$ cat config.mk
export PLATFORM = sky130hd
export DESIGN_NAME = master_start_seq_flat
export DESIGN_NICKNAME = d
export VERILOG_FILES = /design/src/rtl/master_start_seq_if.sv /design/src/rtl/master_start_seq.sv /design/src/flat_wrapper.sv
export SDC_FILE = /design/constraint.sdc
export NUM_CORES = 2
export LEC_CHECK = 0
export ABC_AREA = 1
export CAP_MARGIN = 25
export CORE_MARGIN = 2
export CORE_UTILIZATION = 40
export CTS_BUF_LIST = sky130_fd_sc_hd__clkbuf_16
export DETAILED_ROUTE_END_ITERATION = 6
export GPL_ROUTABILITY_DRIVEN = 0
export PLACE_DENSITY = 0.66
export SLEW_MARGIN = 10
export SYNTH_ARGS = -nofsm -noshare
export SYNTH_HDL_FRONTEND = slang
export SYNTH_SLANG_ARGS = --single-unit
$ cat constraint.sdc
create_clock -name CLK -period 15.1 [get_ports CLK]
set_input_delay 3.02 -clock CLK [delete_from_list [all_inputs] [get_ports CLK]]
set_output_delay 3.02 -clock CLK [all_outputs]
set_load 0.02 [all_outputs]
$ cat src/rtl/master_start_seq_if.sv
// ============================================================================
// Module      : master_start_seq_if
// Description : Time-sync, command-FIFO and DDS/phase bundle of the sequencer.
// Revision    : 1.0
// ============================================================================
`default_nettype none

interface master_start_seq_if #(
    parameter int TW    = 64,
    parameter int IW    = 32,
    parameter int NW    = 16,
    parameter int FW    = 48,
    parameter int RW    = 32,
    parameter int DEPTH = 4
);
    localparam int LW = $clog2(DEPTH) + 1;

    logic          T1hz;
    logic [TW-1:0] SYS_TIME;
    logic          SYS_TIME_UPDATE;
    logic          SYS_TIME_UPDATE_OK;
    logic [TW-1:0] TIME_MASTER;
    logic          WR_DATA;
    logic [TW-1:0] CMD_TIME_START;
    logic [NW-1:0] CMD_N_IMPULS;
    logic [IW-1:0] CMD_TBLANK1;
    logic [IW-1:0] CMD_TI;
    logic [IW-1:0] CMD_TBLANK2;
    logic [IW-1:0] CMD_TP;
    logic [FW-1:0] CMD_DDS_FREQ;
    logic [FW-1:0] CMD_DDS_DELTA_FREQ;
    logic [RW-1:0] CMD_DDS_DELTA_RATE;
    logic          ABORT;
    logic          CMD_FULL;
    logic [LW-1:0] CMD_LEVEL;
    logic          CMD_DROP;
    logic          BUSY;
    logic          CMD_DONE;
    logic          CMD_LATE;
    logic [FW-1:0] DDS_freq;
    logic [FW-1:0] DDS_delta_freq;
    logic [RW-1:0] DDS_delta_rate;
    logic          DDS_start;
    logic          En_Iz;
    logic          En_Pr;

    modport master (
        output T1hz, SYS_TIME, SYS_TIME_UPDATE, WR_DATA, CMD_TIME_START, CMD_N_IMPULS,
               CMD_TBLANK1, CMD_TI, CMD_TBLANK2, CMD_TP, CMD_DDS_FREQ,
               CMD_DDS_DELTA_FREQ, CMD_DDS_DELTA_RATE, ABORT,
        input  SYS_TIME_UPDATE_OK, TIME_MASTER, CMD_FULL, CMD_LEVEL, CMD_DROP, BUSY,
               CMD_DONE, CMD_LATE, DDS_freq, DDS_delta_freq, DDS_delta_rate,
               DDS_start, En_Iz, En_Pr
    );

    modport slave (
        input  T1hz, SYS_TIME, SYS_TIME_UPDATE, WR_DATA, CMD_TIME_START, CMD_N_IMPULS,
               CMD_TBLANK1, CMD_TI, CMD_TBLANK2, CMD_TP, CMD_DDS_FREQ,
               CMD_DDS_DELTA_FREQ, CMD_DDS_DELTA_RATE, ABORT,
        output SYS_TIME_UPDATE_OK, TIME_MASTER, CMD_FULL, CMD_LEVEL, CMD_DROP, BUSY,
               CMD_DONE, CMD_LATE, DDS_freq, DDS_delta_freq, DDS_delta_rate,
               DDS_start, En_Iz, En_Pr
    );
endinterface

`default_nettype wire

$ cat src/rtl/master_start_seq.sv
// ============================================================================
// Module      : master_start_seq
// Description : Timed radar-cycle sequencer with local clock, command FIFO and
//               blank1/emit/blank2/receive repetition FSM.
// Revision    : 1.0
// ============================================================================
`default_nettype none

module master_start_seq #(
    parameter int TW    = 64,
    parameter int IW    = 32,
    parameter int NW    = 16,
    parameter int FW    = 48,
    parameter int RW    = 32,
    parameter int DEPTH = 4
) (
    input  wire logic         CLK,
    input  wire logic         RESET_N,
    master_start_seq_if.slave bus
);
    localparam int LW = $clog2(DEPTH) + 1;
    localparam int AW = $clog2(DEPTH);

    typedef struct packed {
        logic [TW-1:0] start;
        logic [NW-1:0] n;
        logic [IW-1:0] tb1;
        logic [IW-1:0] ti;
        logic [IW-1:0] tb2;
        logic [IW-1:0] tp;
        logic [FW-1:0] freq;
        logic [FW-1:0] dfreq;
        logic [RW-1:0] drate;
    } cmd_t;

    typedef enum logic [2:0] {
        S_IDLE, S_WAIT, S_BLANK1, S_TIZL, S_BLANK2, S_TPR, S_DONE
    } state_t;

    logic [1:0]    r_t1hz_sync;
    logic          r_t1hz_d;
    logic          r_arm;
    logic          r_upd_ok;
    logic [TW-1:0] r_time;
    logic          w_t1hz_edge;

    assign w_t1hz_edge = r_t1hz_sync[1] & ~r_t1hz_d;

    always_ff @(posedge CLK or negedge RESET_N) begin
        if (!RESET_N) begin
            r_t1hz_sync <= '0;
            r_t1hz_d    <= 1'b0;
            r_arm       <= 1'b0;
            r_upd_ok    <= 1'b0;
            r_time      <= '0;
        end else begin
            r_t1hz_sync <= {r_t1hz_sync[0], bus.T1hz};
            r_t1hz_d    <= r_t1hz_sync[1];
            if (w_t1hz_edge && r_arm) begin
                r_time   <= bus.SYS_TIME;
                r_arm    <= 1'b0;
                r_upd_ok <= 1'b1;
            end else begin
                r_time   <= r_time + TW'(1);
                r_upd_ok <= 1'b0;
                if (bus.SYS_TIME_UPDATE) r_arm <= 1'b1;
            end
        end
    end

    // Command FIFO: pointers carry one extra bit so full and empty differ.
    cmd_t          r_mem [DEPTH];
    logic [LW-1:0] r_wr_ptr, r_rd_ptr;
    logic [LW-1:0] w_level;
    logic          w_full, w_empty, w_push, w_pop;
    cmd_t          w_wr_cmd, w_rd_cmd;

    assign w_level  = r_wr_ptr - r_rd_ptr;
    assign w_full   = (w_level == LW'(DEPTH));
    assign w_empty  = (w_level == '0);
    assign w_push   = bus.WR_DATA && !w_full && !bus.ABORT;
    assign w_rd_cmd = r_mem[r_rd_ptr[AW-1:0]];

    always_comb begin
        w_wr_cmd       = '0;
        w_wr_cmd.start = bus.CMD_TIME_START;
        w_wr_cmd.n     = bus.CMD_N_IMPULS;
        w_wr_cmd.tb1   = bus.CMD_TBLANK1;
        w_wr_cmd.ti    = bus.CMD_TI;
        w_wr_cmd.tb2   = bus.CMD_TBLANK2;
        w_wr_cmd.tp    = bus.CMD_TP;
        w_wr_cmd.freq  = bus.CMD_DDS_FREQ;
        w_wr_cmd.dfreq = bus.CMD_DDS_DELTA_FREQ;
        w_wr_cmd.drate = bus.CMD_DDS_DELTA_RATE;
    end

    always_ff @(posedge CLK) begin
        if (w_push) r_mem[r_wr_ptr[AW-1:0]] <= w_wr_cmd;
    end

    always_ff @(posedge CLK or negedge RESET_N) begin
        if (!RESET_N) begin
            r_wr_ptr <= '0;
            r_rd_ptr <= '0;
        end else if (bus.ABORT) begin
            r_wr_ptr <= '0;
            r_rd_ptr <= '0;
        end else begin
            if (w_push) r_wr_ptr <= r_wr_ptr + LW'(1);
            if (w_pop)  r_rd_ptr <= r_rd_ptr + LW'(1);
        end
    end

    // Sequencer FSM
    state_t        r_state, w_state_nxt;
    cmd_t          r_cmd;
    logic [IW-1:0] r_cnt, w_cnt_nxt;
    logic [NW-1:0] r_rep, w_rep_nxt;
    logic          w_late, w_go;
    logic [2:0]    w_from, w_idx, w_cur_idx;
    logic [3:0]    w_nz;
    logic          r_en_iz, r_en_pr, r_busy, r_done, r_late, r_drop;

    assign w_nz = {r_cmd.tp != '0, r_cmd.tb2 != '0, r_cmd.ti != '0, r_cmd.tb1 != '0};

    // First phase at or after 'from' with a non-zero interval; 4 = none left.
    function automatic logic [2:0] f_first(input logic [3:0] nz, input logic [2:0] from);
        logic [2:0] idx;
        idx = 3'd4;
        for (int k = 3; k >= 0; k--)
            if (nz[k] && (3'(k) >= from)) idx = 3'(k);
        return idx;
    endfunction

    always_comb begin
        w_state_nxt = r_state;
        w_cnt_nxt   = r_cnt;
        w_rep_nxt   = r_rep;
        w_pop       = 1'b0;
        w_late      = 1'b0;
        w_go        = 1'b0;
        w_from      = 3'd0;
        w_idx       = 3'd4;
        w_cur_idx   = 3'd0;
        case (r_state)
            S_BLANK1: w_cur_idx = 3'd0;
            S_TIZL:   w_cur_idx = 3'd1;
            S_BLANK2: w_cur_idx = 3'd2;
            S_TPR:    w_cur_idx = 3'd3;
            default:  w_cur_idx = 3'd0;
        endcase
        case (r_state)
            S_IDLE: begin
                if (!w_empty) begin
                    w_pop       = 1'b1;
                    w_rep_nxt   = w_rd_cmd.n;
                    w_state_nxt = S_WAIT;
                end
            end
            S_WAIT: begin
                if (r_time == r_cmd.start) begin
                    if (r_rep == '0) w_state_nxt = S_DONE;
                    else             w_go        = 1'b1;
                end else if (r_time > r_cmd.start) begin
                    w_late      = 1'b1;
                    w_state_nxt = S_IDLE;
                end
            end
            S_BLANK1, S_TIZL, S_BLANK2, S_TPR: begin
                if (r_cnt <= IW'(1)) begin
                    w_go   = 1'b1;
                    w_from = w_cur_idx + 3'd1;
                end else begin
                    w_cnt_nxt = r_cnt - IW'(1);
                end
            end
            S_DONE:  w_state_nxt = S_IDLE;
            default: w_state_nxt = S_IDLE;
        endcase
        if (w_go) begin
            w_idx = f_first(w_nz, w_from);
            // End of a repetition: start the next one unless this was the last.
            if (w_idx == 3'd4 && r_rep > NW'(1) && (|w_nz)) begin
                w_rep_nxt = r_rep - NW'(1);
                w_idx     = f_first(w_nz, 3'd0);
            end
            case (w_idx)
                3'd0:    begin w_state_nxt = S_BLANK1; w_cnt_nxt = r_cmd.tb1; end
                3'd1:    begin w_state_nxt = S_TIZL;   w_cnt_nxt = r_cmd.ti;  end
                3'd2:    begin w_state_nxt = S_BLANK2; w_cnt_nxt = r_cmd.tb2; end
                3'd3:    begin w_state_nxt = S_TPR;    w_cnt_nxt = r_cmd.tp;  end
                default: w_state_nxt = S_DONE;
            endcase
        end
        if (bus.ABORT) begin
            w_state_nxt = S_IDLE;
            w_pop       = 1'b0;
            w_late      = 1'b0;
        end
    end

    always_ff @(posedge CLK or negedge RESET_N) begin
        if (!RESET_N) begin
            r_state <= S_IDLE;
            r_cnt   <= '0;
            r_rep   <= '0;
            r_cmd   <= '0;
            r_en_iz <= 1'b0;
            r_en_pr <= 1'b0;
            r_busy  <= 1'b0;
            r_done  <= 1'b0;
            r_late  <= 1'b0;
            r_drop  <= 1'b0;
        end else begin
            r_state <= w_state_nxt;
            r_cnt   <= w_cnt_nxt;
            r_rep   <= w_rep_nxt;
            if (w_pop) r_cmd <= w_rd_cmd;
            r_en_iz <= (w_state_nxt == S_TIZL);
            r_en_pr <= (w_state_nxt == S_TPR);
            r_busy  <= (w_state_nxt != S_IDLE);
            r_done  <= (w_state_nxt == S_DONE);
            r_late  <= w_late;
            r_drop  <= bus.WR_DATA && w_full && !bus.ABORT;
        end
    end

    assign bus.SYS_TIME_UPDATE_OK = r_upd_ok;
    assign bus.TIME_MASTER        = r_time;
    assign bus.CMD_FULL           = w_full;
    assign bus.CMD_LEVEL          = w_level;
    assign bus.CMD_DROP           = r_drop;
    assign bus.BUSY               = r_busy;
    assign bus.CMD_DONE           = r_done;
    assign bus.CMD_LATE           = r_late;
    assign bus.DDS_freq           = r_cmd.freq;
    assign bus.DDS_delta_freq     = r_cmd.dfreq;
    assign bus.DDS_delta_rate     = r_cmd.drate;
    assign bus.DDS_start          = r_en_iz;
    assign bus.En_Iz              = r_en_iz;
    assign bus.En_Pr              = r_en_pr;

endmodule

`default_nettype wire

$ cat src/flat_wrapper.sv
// flat-port wrapper written by rule: the top's interface ports become plain ports
module master_start_seq_flat 
#(
    parameter int TW    = 64,
    parameter int IW    = 32,
    parameter int NW    = 16,
    parameter int FW    = 48,
    parameter int RW    = 32,
    parameter int DEPTH = 4
)
  (CLK, RESET_N, bus_T1hz, bus_SYS_TIME, bus_SYS_TIME_UPDATE, bus_WR_DATA, bus_CMD_TIME_START, bus_CMD_N_IMPULS, bus_CMD_TBLANK1, bus_CMD_TI, bus_CMD_TBLANK2, bus_CMD_TP, bus_CMD_DDS_FREQ, bus_CMD_DDS_DELTA_FREQ, bus_CMD_DDS_DELTA_RATE, bus_ABORT, bus_SYS_TIME_UPDATE_OK, bus_TIME_MASTER, bus_CMD_FULL, bus_CMD_LEVEL, bus_CMD_DROP, bus_BUSY, bus_CMD_DONE, bus_CMD_LATE, bus_DDS_freq, bus_DDS_delta_freq, bus_DDS_delta_rate, bus_DDS_start, bus_En_Iz, bus_En_Pr);
  master_start_seq_if #(.TW(TW), .IW(IW), .NW(NW), .FW(FW), .RW(RW), .DEPTH(DEPTH)) bus_i ();
  input  wire logic CLK;
  input  wire logic RESET_N;
  input wire logic [$bits(bus_i.T1hz)-1:0] bus_T1hz;
  input wire logic [$bits(bus_i.SYS_TIME)-1:0] bus_SYS_TIME;
  input wire logic [$bits(bus_i.SYS_TIME_UPDATE)-1:0] bus_SYS_TIME_UPDATE;
  input wire logic [$bits(bus_i.WR_DATA)-1:0] bus_WR_DATA;
  input wire logic [$bits(bus_i.CMD_TIME_START)-1:0] bus_CMD_TIME_START;
  input wire logic [$bits(bus_i.CMD_N_IMPULS)-1:0] bus_CMD_N_IMPULS;
  input wire logic [$bits(bus_i.CMD_TBLANK1)-1:0] bus_CMD_TBLANK1;
  input wire logic [$bits(bus_i.CMD_TI)-1:0] bus_CMD_TI;
  input wire logic [$bits(bus_i.CMD_TBLANK2)-1:0] bus_CMD_TBLANK2;
  input wire logic [$bits(bus_i.CMD_TP)-1:0] bus_CMD_TP;
  input wire logic [$bits(bus_i.CMD_DDS_FREQ)-1:0] bus_CMD_DDS_FREQ;
  input wire logic [$bits(bus_i.CMD_DDS_DELTA_FREQ)-1:0] bus_CMD_DDS_DELTA_FREQ;
  input wire logic [$bits(bus_i.CMD_DDS_DELTA_RATE)-1:0] bus_CMD_DDS_DELTA_RATE;
  input wire logic [$bits(bus_i.ABORT)-1:0] bus_ABORT;
  output wire logic [$bits(bus_i.SYS_TIME_UPDATE_OK)-1:0] bus_SYS_TIME_UPDATE_OK;
  output wire logic [$bits(bus_i.TIME_MASTER)-1:0] bus_TIME_MASTER;
  output wire logic [$bits(bus_i.CMD_FULL)-1:0] bus_CMD_FULL;
  output wire logic [$bits(bus_i.CMD_LEVEL)-1:0] bus_CMD_LEVEL;
  output wire logic [$bits(bus_i.CMD_DROP)-1:0] bus_CMD_DROP;
  output wire logic [$bits(bus_i.BUSY)-1:0] bus_BUSY;
  output wire logic [$bits(bus_i.CMD_DONE)-1:0] bus_CMD_DONE;
  output wire logic [$bits(bus_i.CMD_LATE)-1:0] bus_CMD_LATE;
  output wire logic [$bits(bus_i.DDS_freq)-1:0] bus_DDS_freq;
  output wire logic [$bits(bus_i.DDS_delta_freq)-1:0] bus_DDS_delta_freq;
  output wire logic [$bits(bus_i.DDS_delta_rate)-1:0] bus_DDS_delta_rate;
  output wire logic [$bits(bus_i.DDS_start)-1:0] bus_DDS_start;
  output wire logic [$bits(bus_i.En_Iz)-1:0] bus_En_Iz;
  output wire logic [$bits(bus_i.En_Pr)-1:0] bus_En_Pr;
  assign bus_i.T1hz = bus_T1hz;
  assign bus_i.SYS_TIME = bus_SYS_TIME;
  assign bus_i.SYS_TIME_UPDATE = bus_SYS_TIME_UPDATE;
  assign bus_i.WR_DATA = bus_WR_DATA;
  assign bus_i.CMD_TIME_START = bus_CMD_TIME_START;
  assign bus_i.CMD_N_IMPULS = bus_CMD_N_IMPULS;
  assign bus_i.CMD_TBLANK1 = bus_CMD_TBLANK1;
  assign bus_i.CMD_TI = bus_CMD_TI;
  assign bus_i.CMD_TBLANK2 = bus_CMD_TBLANK2;
  assign bus_i.CMD_TP = bus_CMD_TP;
  assign bus_i.CMD_DDS_FREQ = bus_CMD_DDS_FREQ;
  assign bus_i.CMD_DDS_DELTA_FREQ = bus_CMD_DDS_DELTA_FREQ;
  assign bus_i.CMD_DDS_DELTA_RATE = bus_CMD_DDS_DELTA_RATE;
  assign bus_i.ABORT = bus_ABORT;
  assign bus_SYS_TIME_UPDATE_OK = bus_i.SYS_TIME_UPDATE_OK;
  assign bus_TIME_MASTER = bus_i.TIME_MASTER;
  assign bus_CMD_FULL = bus_i.CMD_FULL;
  assign bus_CMD_LEVEL = bus_i.CMD_LEVEL;
  assign bus_CMD_DROP = bus_i.CMD_DROP;
  assign bus_BUSY = bus_i.BUSY;
  assign bus_CMD_DONE = bus_i.CMD_DONE;
  assign bus_CMD_LATE = bus_i.CMD_LATE;
  assign bus_DDS_freq = bus_i.DDS_freq;
  assign bus_DDS_delta_freq = bus_i.DDS_delta_freq;
  assign bus_DDS_delta_rate = bus_i.DDS_delta_rate;
  assign bus_DDS_start = bus_i.DDS_start;
  assign bus_En_Iz = bus_i.En_Iz;
  assign bus_En_Pr = bus_i.En_Pr;
  master_start_seq #(.TW(TW), .IW(IW), .NW(NW), .FW(FW), .RW(RW), .DEPTH(DEPTH)) u_core (.CLK(CLK), .RESET_N(RESET_N), .bus(bus_i));
endmodule
=== Word-level counts from Yosys, hierarchy flattened ===
Memory sizes are Yosys's and may differ from the RTL's.
Cells that the tools add are included.

* $add $sub $neg: 7
* Order comparisons: 7
* Eq/ne operators: 14
* Muxes and demuxes: 51
* Bitwise logic cells: 2
* Reductions and logical operators: 27

{| class="wikitable"
|+ Operators by type and width
! operator !! number
|-
| case mux 32 bit (4 select lines) || 1
|-
| nonzero test 32 bit || 4
|-
| 2-to-1 mux 32 bit || 3
|-
| 2-to-1 mux 3 bit || 23
|-
| adder 64 x 1 -> 64 bit, second input constant || 1
|-
| equality test 64 bit || 1
|-
| > comparator 64 bit || 1
|-
| 2-to-1 mux 16 bit || 4
|-
| 2-to-1 mux 64 bit || 1
|-
| <= comparator 32 x 1 -> 1 bit, second input constant || 1
|-
| subtractor 32 x 1 -> 32 bit, second input constant || 1
|-
| equality test 3 bit, second input constant || 6
|-
| > comparator 16 x 1 -> 1 bit, second input constant || 1
|-
| logical NOT 16 bit || 1
|-
| subtractor 16 x 1 -> 16 bit, second input constant || 1
|-
| equality test 3 x 2 -> 1 bit, second input constant || 5
|-
| 2-to-1 mux 1 bit || 15
|-
| case mux 3 bit (4 select lines) || 1
|-
| logical AND 1 bit || 11
|-
| logical NOT 3 bit || 3
|-
| case mux 3 bit (3 select lines) || 1
|-
| OR reduction 4 bit || 2
|-
| adder 3 x 1 -> 3 bit, second input constant || 2
|-
| equality test 3 x 1 -> 1 bit, second input constant || 2
|-
| 11 further kinds || 16
|}

* Bits in registers: 452
* Memory bits (writable): 1,344
* Input port bits: 406
* Word-level logic and storage cells: 133
* Memories: 1

{| class="wikitable"
|+ Memory list
! name !! depth !! bits a word !! read ports !! clocked after Yosys merged registers in !! write ports !! line !! RTL
|-
| u_core.r_mem || 4 || 336 || 1 || 0 || 1 || master_start_seq.sv:72 || <nowiki>cmd_t r_mem [DEPTH];</nowiki>
|}

=== Logic depth before layout (Yosys ltp) ===
* Depth after elaboration: 22
* Mapped depth: 20

=== Worst setup path after synthesis ===
Ideal clock, no wire load.

* Kind: input -> register
* From: input port bus_ABORT
* To: memory u_core.r_mem[0][0] (netlist bit), enable pin
* Library setup time: 1,040 ps
* Arrival: 17,194 ps
* Data required time: 14,060 ps
* Setup slack: -3,134 ps
* Stages on the path: 3
* Cells stage by stage: inv_1 nand2_1 nor2_1

* Word-level cells in the longest chain between the ends: 4

{| class="wikitable"
|+ RTL lines
! what !! line !! RTL
|-
| from (decl) || flat_wrapper.sv:28 || <nowiki>input wire logic [$bits(bus_i.ABORT)-1:0] bus_ABORT;</nowiki>
|-
| logical NOT 1 bit || master_start_seq.sv:81 || <nowiki>assign w_push = bus.WR_DATA && !w_full && !bus.ABORT;</nowiki>
|-
| logical AND 1 bit || master_start_seq.sv:81 ||
|-
| 2-to-1 mux 1 bit || master_start_seq.sv:98 || <nowiki>if (w_push) r_mem[r_wr_ptr[AW-1:0]] <= w_wr_cmd;</nowiki>
|-
| 2-to-1 mux 1 bit (implied by the code) || master_start_seq.sv:98 ||
|-
| to (decl) || master_start_seq.sv:72 ||
|}

No other way between the ends.

=== Worst setup path after layout ===
* From: register u_core.r_rd_ptr[0]
* To: output port bus_CMD_FULL

* Word-level cells in the longest chain between the ends: 2

{| class="wikitable"
|+ RTL lines
! what !! line !! RTL
|-
| from (decl) || master_start_seq.sv:73 || <nowiki>logic [LW-1:0] r_wr_ptr, r_rd_ptr;</nowiki>
|-
| from (signal assigned) || master_start_seq.sv:110 || <nowiki>if (w_pop) r_rd_ptr <= r_rd_ptr + LW'(1);</nowiki>
|-
| subtractor 3 bit || master_start_seq.sv:78 || <nowiki>assign w_level = r_wr_ptr - r_rd_ptr;</nowiki>
|-
| equality test 3 bit || master_start_seq.sv:79 || <nowiki>assign w_full = (w_level == LW'(DEPTH));</nowiki>
|-
| to (decl) || flat_wrapper.sv:31 || <nowiki>output wire logic [$bits(bus_i.CMD_FULL)-1:0] bus_CMD_FULL;</nowiki>
|}

No other way between the ends.

==> results.cfg <==
[worst_setup_path]
worstPathArrival_ps = 3680
crit_required_ps = 12080
start_kind = register
path_buf_inv = 2
rr_endpoint = u_core.r_mem[3][5]
r2r-start = u_core.r_rd_ptr[0]
critical_path_class = reg -> out
reg2regPathDepth = 14
cp_common_cell = xor2_1
startpoint = u_core.r_rd_ptr[0]
critPathTopFamily = buffers and inverters
cp_max_fo = 45
critPathMaxStageDelay_ps = 830
cp-end-kind = output pin
cp_slowest_cell = clkdlybuf4s50_1
rrSetupSlack_ps = 10100
worstPathCellList = ha_1 -> fa_1 -> xor2_1 -> xor2_1 -> inv_1 -> nor3_1 -> clkdlybuf4s50_1

[route]
viasPerCell = 5.27
num_vias = 48800
drtIter0Drc = 4106
drc = 0
wire_per_inst_um = 21.3
drt-total-wl_mm = 198
ant_nets = 0
dr.pass1.iters = 6

[clock_network]
cts_inserted_buffers = 185
htree_levels = 4
cts_resized = 0
cts_tree = yes
clk_pin_slew_worst_paths_ps = 60
cts_root_buf = clkbuf_16
cts.sinks = 1796
clkLatencyLatePin_ps = 830
post_cts.repair.setup_buffers = 0
cts_buffer_depth = 3
holdBufCountCts = 0

[cells_and_area]
areaGrowthSynthToFinish_pct = 18.3
drive_gt1_share_pct = 5.11
num-nets-final = 7168

[power]
total_power_mw = 15.5
power_density_mw_per_mm2 = 180
switching_share_pct = 35.0
netSwitchingPower_mw = 5.43
max-vdd-ir-drop_uv = 195
intPower_mw = 10.1
seq_power_share_pct = 42.5
p_leak_nw = 32.1
combPwrFrac_pct = 29.2
p_clk_share_pct = 28.2

[sta]
setup_slack_ps = 8400
slew_headroom_pct = 9.62
finClkSkew_ps = 34.8
post-route-period-util_pct = 44.4
max_clock_freq_ghz = 0.149
fin_crit_ps = 6700
hold_viol = 0
maxSlewViolCount = 0
setup_viol = 0
worst_pin_slew_ps = 1360
rsz0062_at_grt = no
fin_hold_ws_ps = 352

[logic_synthesis]
yosys_warnings = 0
ys_seq_elements = 1796
ys_types = 49
ys_seq_area_share_pct = 70.7
synth.area.top_cells = edfxtp_1 55%, dfrtp_1 15%, o21ai_0 6.5%
synth.top_cell.area_share_pct = 55.2
yosys.area.top_type = edfxtp_1
netlist_top_cells_count = 1344 x edfxtp_1, 1006 x nand2_1, 952 x o21ai_0, 871 x nor2_1, 452 x dfrtp_1
synthArstFlopShare_pct = 25.2
syn-num-nets = 6783
postSynthCellCount = 6299
syn-cell-area_mm2 = 0.0731
yosysMostFrequentCell = edfxtp_1
synth.avg_cell_area_um2 = 11.6
synth_ff_type = edfxtp_1
synth-edff-count = 1344

[placement]
place_hpwl_mm = 122
pre_cts_ws_ps = 8330
io_buffers = 609

[floorplanning]
dieHeight_um = 431
core_area_mm2 = 0.181
fp.dieArea_mm2 = 0.186
start_util_pct = 40.3
die_x_um = 431
io_pins = 610
num_rows = 156

[hold_path]
hold_class = reg -> reg
holdCritStartpoint = u_core.r_t1hz_sync[0]
holdPathEnd = u_core.r_t1hz_sync[1]
whs_path_depth = 0

[job]
drv_cap = 0

[global_route]
first_global_vias = 46600
grt_pass1_wl_mm = 291
grt_max_degree = 224
overflow = 0
antenna_found_initial = 58
grt_util_all_layers_pct = 20.6

[status]
outcome = complete, no violations
-- worst reg2reg max path: stages, from the launching register on --
cell and delay (ps):
dfrtp_4 690, ha_1 310, fa_1 370, xor2_1 160, xor2_1 160, inv_1 80, nor3_1 50, inv_1 110
nand2_1 80, inv_1 120, nand2_1 130, nor2_4 100, buf_4 630, buf_12 590, buf_4 1000
-- cells in the final DEF (no fill, tap or decap), types with 12 or more instances in the layout --
cell type        netlist  final
a21oi_1               43     43
buf_12                 0     12
buf_4                131     35
clkbuf_16              0    189
clkdlybuf4s50_1        0    608
clkinv_1               2     53
clkinv_2               0     30
dfrtp_1              452    450
diode_2                0     37
edfxtp_1            1344   1344
ha_1                  77     77
inv_1                308    351
nand2_1             1006   1006
nand3_1              137    137
nand4_1               62     62
nor2_1               871    865
nor3_1                53     52
nor4_1                17     17
o21ai_0              952    952
o21ai_1               17     17
o22ai_1              329    329
xnor2_1               28     28
xor2_1                59     59
-- layer usage --
layer	vias up	routed length (µm)	global-route usage [%]
met5	-	93	0
met4	14	8800	9.78
met3	391	11800	3.43
met2	1643	97600	34.6
met1	23900	79300	26.0
li1	22800	-	-
-- how the worst max path moves through the flow --
stage	endpoint	slack, ps	depth (start not counted)
after floorplan	u_core.r_mem[0][0]	-3130	3
after global placement	u_core.r_mem[3][259]	8280	8
after detailed placement	u_core.r_mem[0][23]	8330	6
after CTS	bus_CMD_FULL	8250	7
after global routing	bus_CMD_FULL	8220	7
final	bus_CMD_FULL	8400	7
-- cells by family (layout without fill, tap and decap cells) --
| family | Yosys count | count (layout) | share of synthesized area (%) |
|---|---|---|---|
| AO/OA/AOI/OAI | 1377 | 1377 | 10.1 |
| other | 0 | 37 | 0 |
| XOR/XNOR | 87 | 87 | 1.04 |
| AND/OR/NAND/NOR | 2182 | 2182 | 12.0 |
| buffers and inverters | 779 | 1326 | 4.73 |
| flip-flops | 1796 | 1796 | 70.7 |
| adder cells (fa/ha/maj) | 78 | 78 | 1.35 |
-- final cells by class --
| type | count | area, µm² |
|---|---|---|
| timing repair buffer | 659 | 6690 |
| inverter | 318 | 1210 |
| fill | 16000 | 94700 |
| antenna | 37 | 92.6 |
| sequential | 1796 | 51700 |
| tap | 2370 | 2970 |
| multi-input combinational | 3724 | 18000 |
| clock inverter | 160 | 1120 |
| clock buffer | 189 | 4730 |
-- power groups by stage --
stage               combinational (mW)  sequential (mW)  clock, mW
floorplan                         3.00             6.73          0
global placement                  4.44             6.67          0
detailed placement                4.55             6.69          0
CTS                               4.57             6.60       4.47
global route                      5.04             6.67       4.67
finish                            4.54             6.61       4.39
-- registers in the layout, summed over array words and instances (netlist names) --
signal,flops
u_core.bus.BUSY,1
u_core.bus.CMD_DONE,1
u_core.bus.CMD_DROP,1
u_core.bus.CMD_LATE,1
u_core.bus.DDS_delta_freq,48
u_core.bus.DDS_delta_rate,32
u_core.bus.DDS_freq,48
u_core.bus.DDS_start,1
u_core.bus.En_Pr,1
u_core.bus.SYS_TIME_UPDATE_OK,1
u_core.bus.TIME_MASTER,64
u_core.r_arm,1
u_core.r_cmd,192
u_core.r_cnt,32
u_core.r_mem,1344
u_core.r_rd_ptr,3
u_core.r_rep,16
u_core.r_state,3
u_core.r_t1hz_d,1
u_core.r_t1hz_sync,2
u_core.r_wr_ptr,3
-- through the flow --
stage	utilization (%)	TNS, ps	std cells	instance area, µm²
floorplan	-	-4193940	6299	73100
global placement	44.4	0	8862	80400
detailed placement	44.4	0	8864	80500
CTS	47.7	0	9213	86300
global route	47.7	0	9247	86500
finish	47.7	0	9253	86500
(Power assumes the default switching activity.)
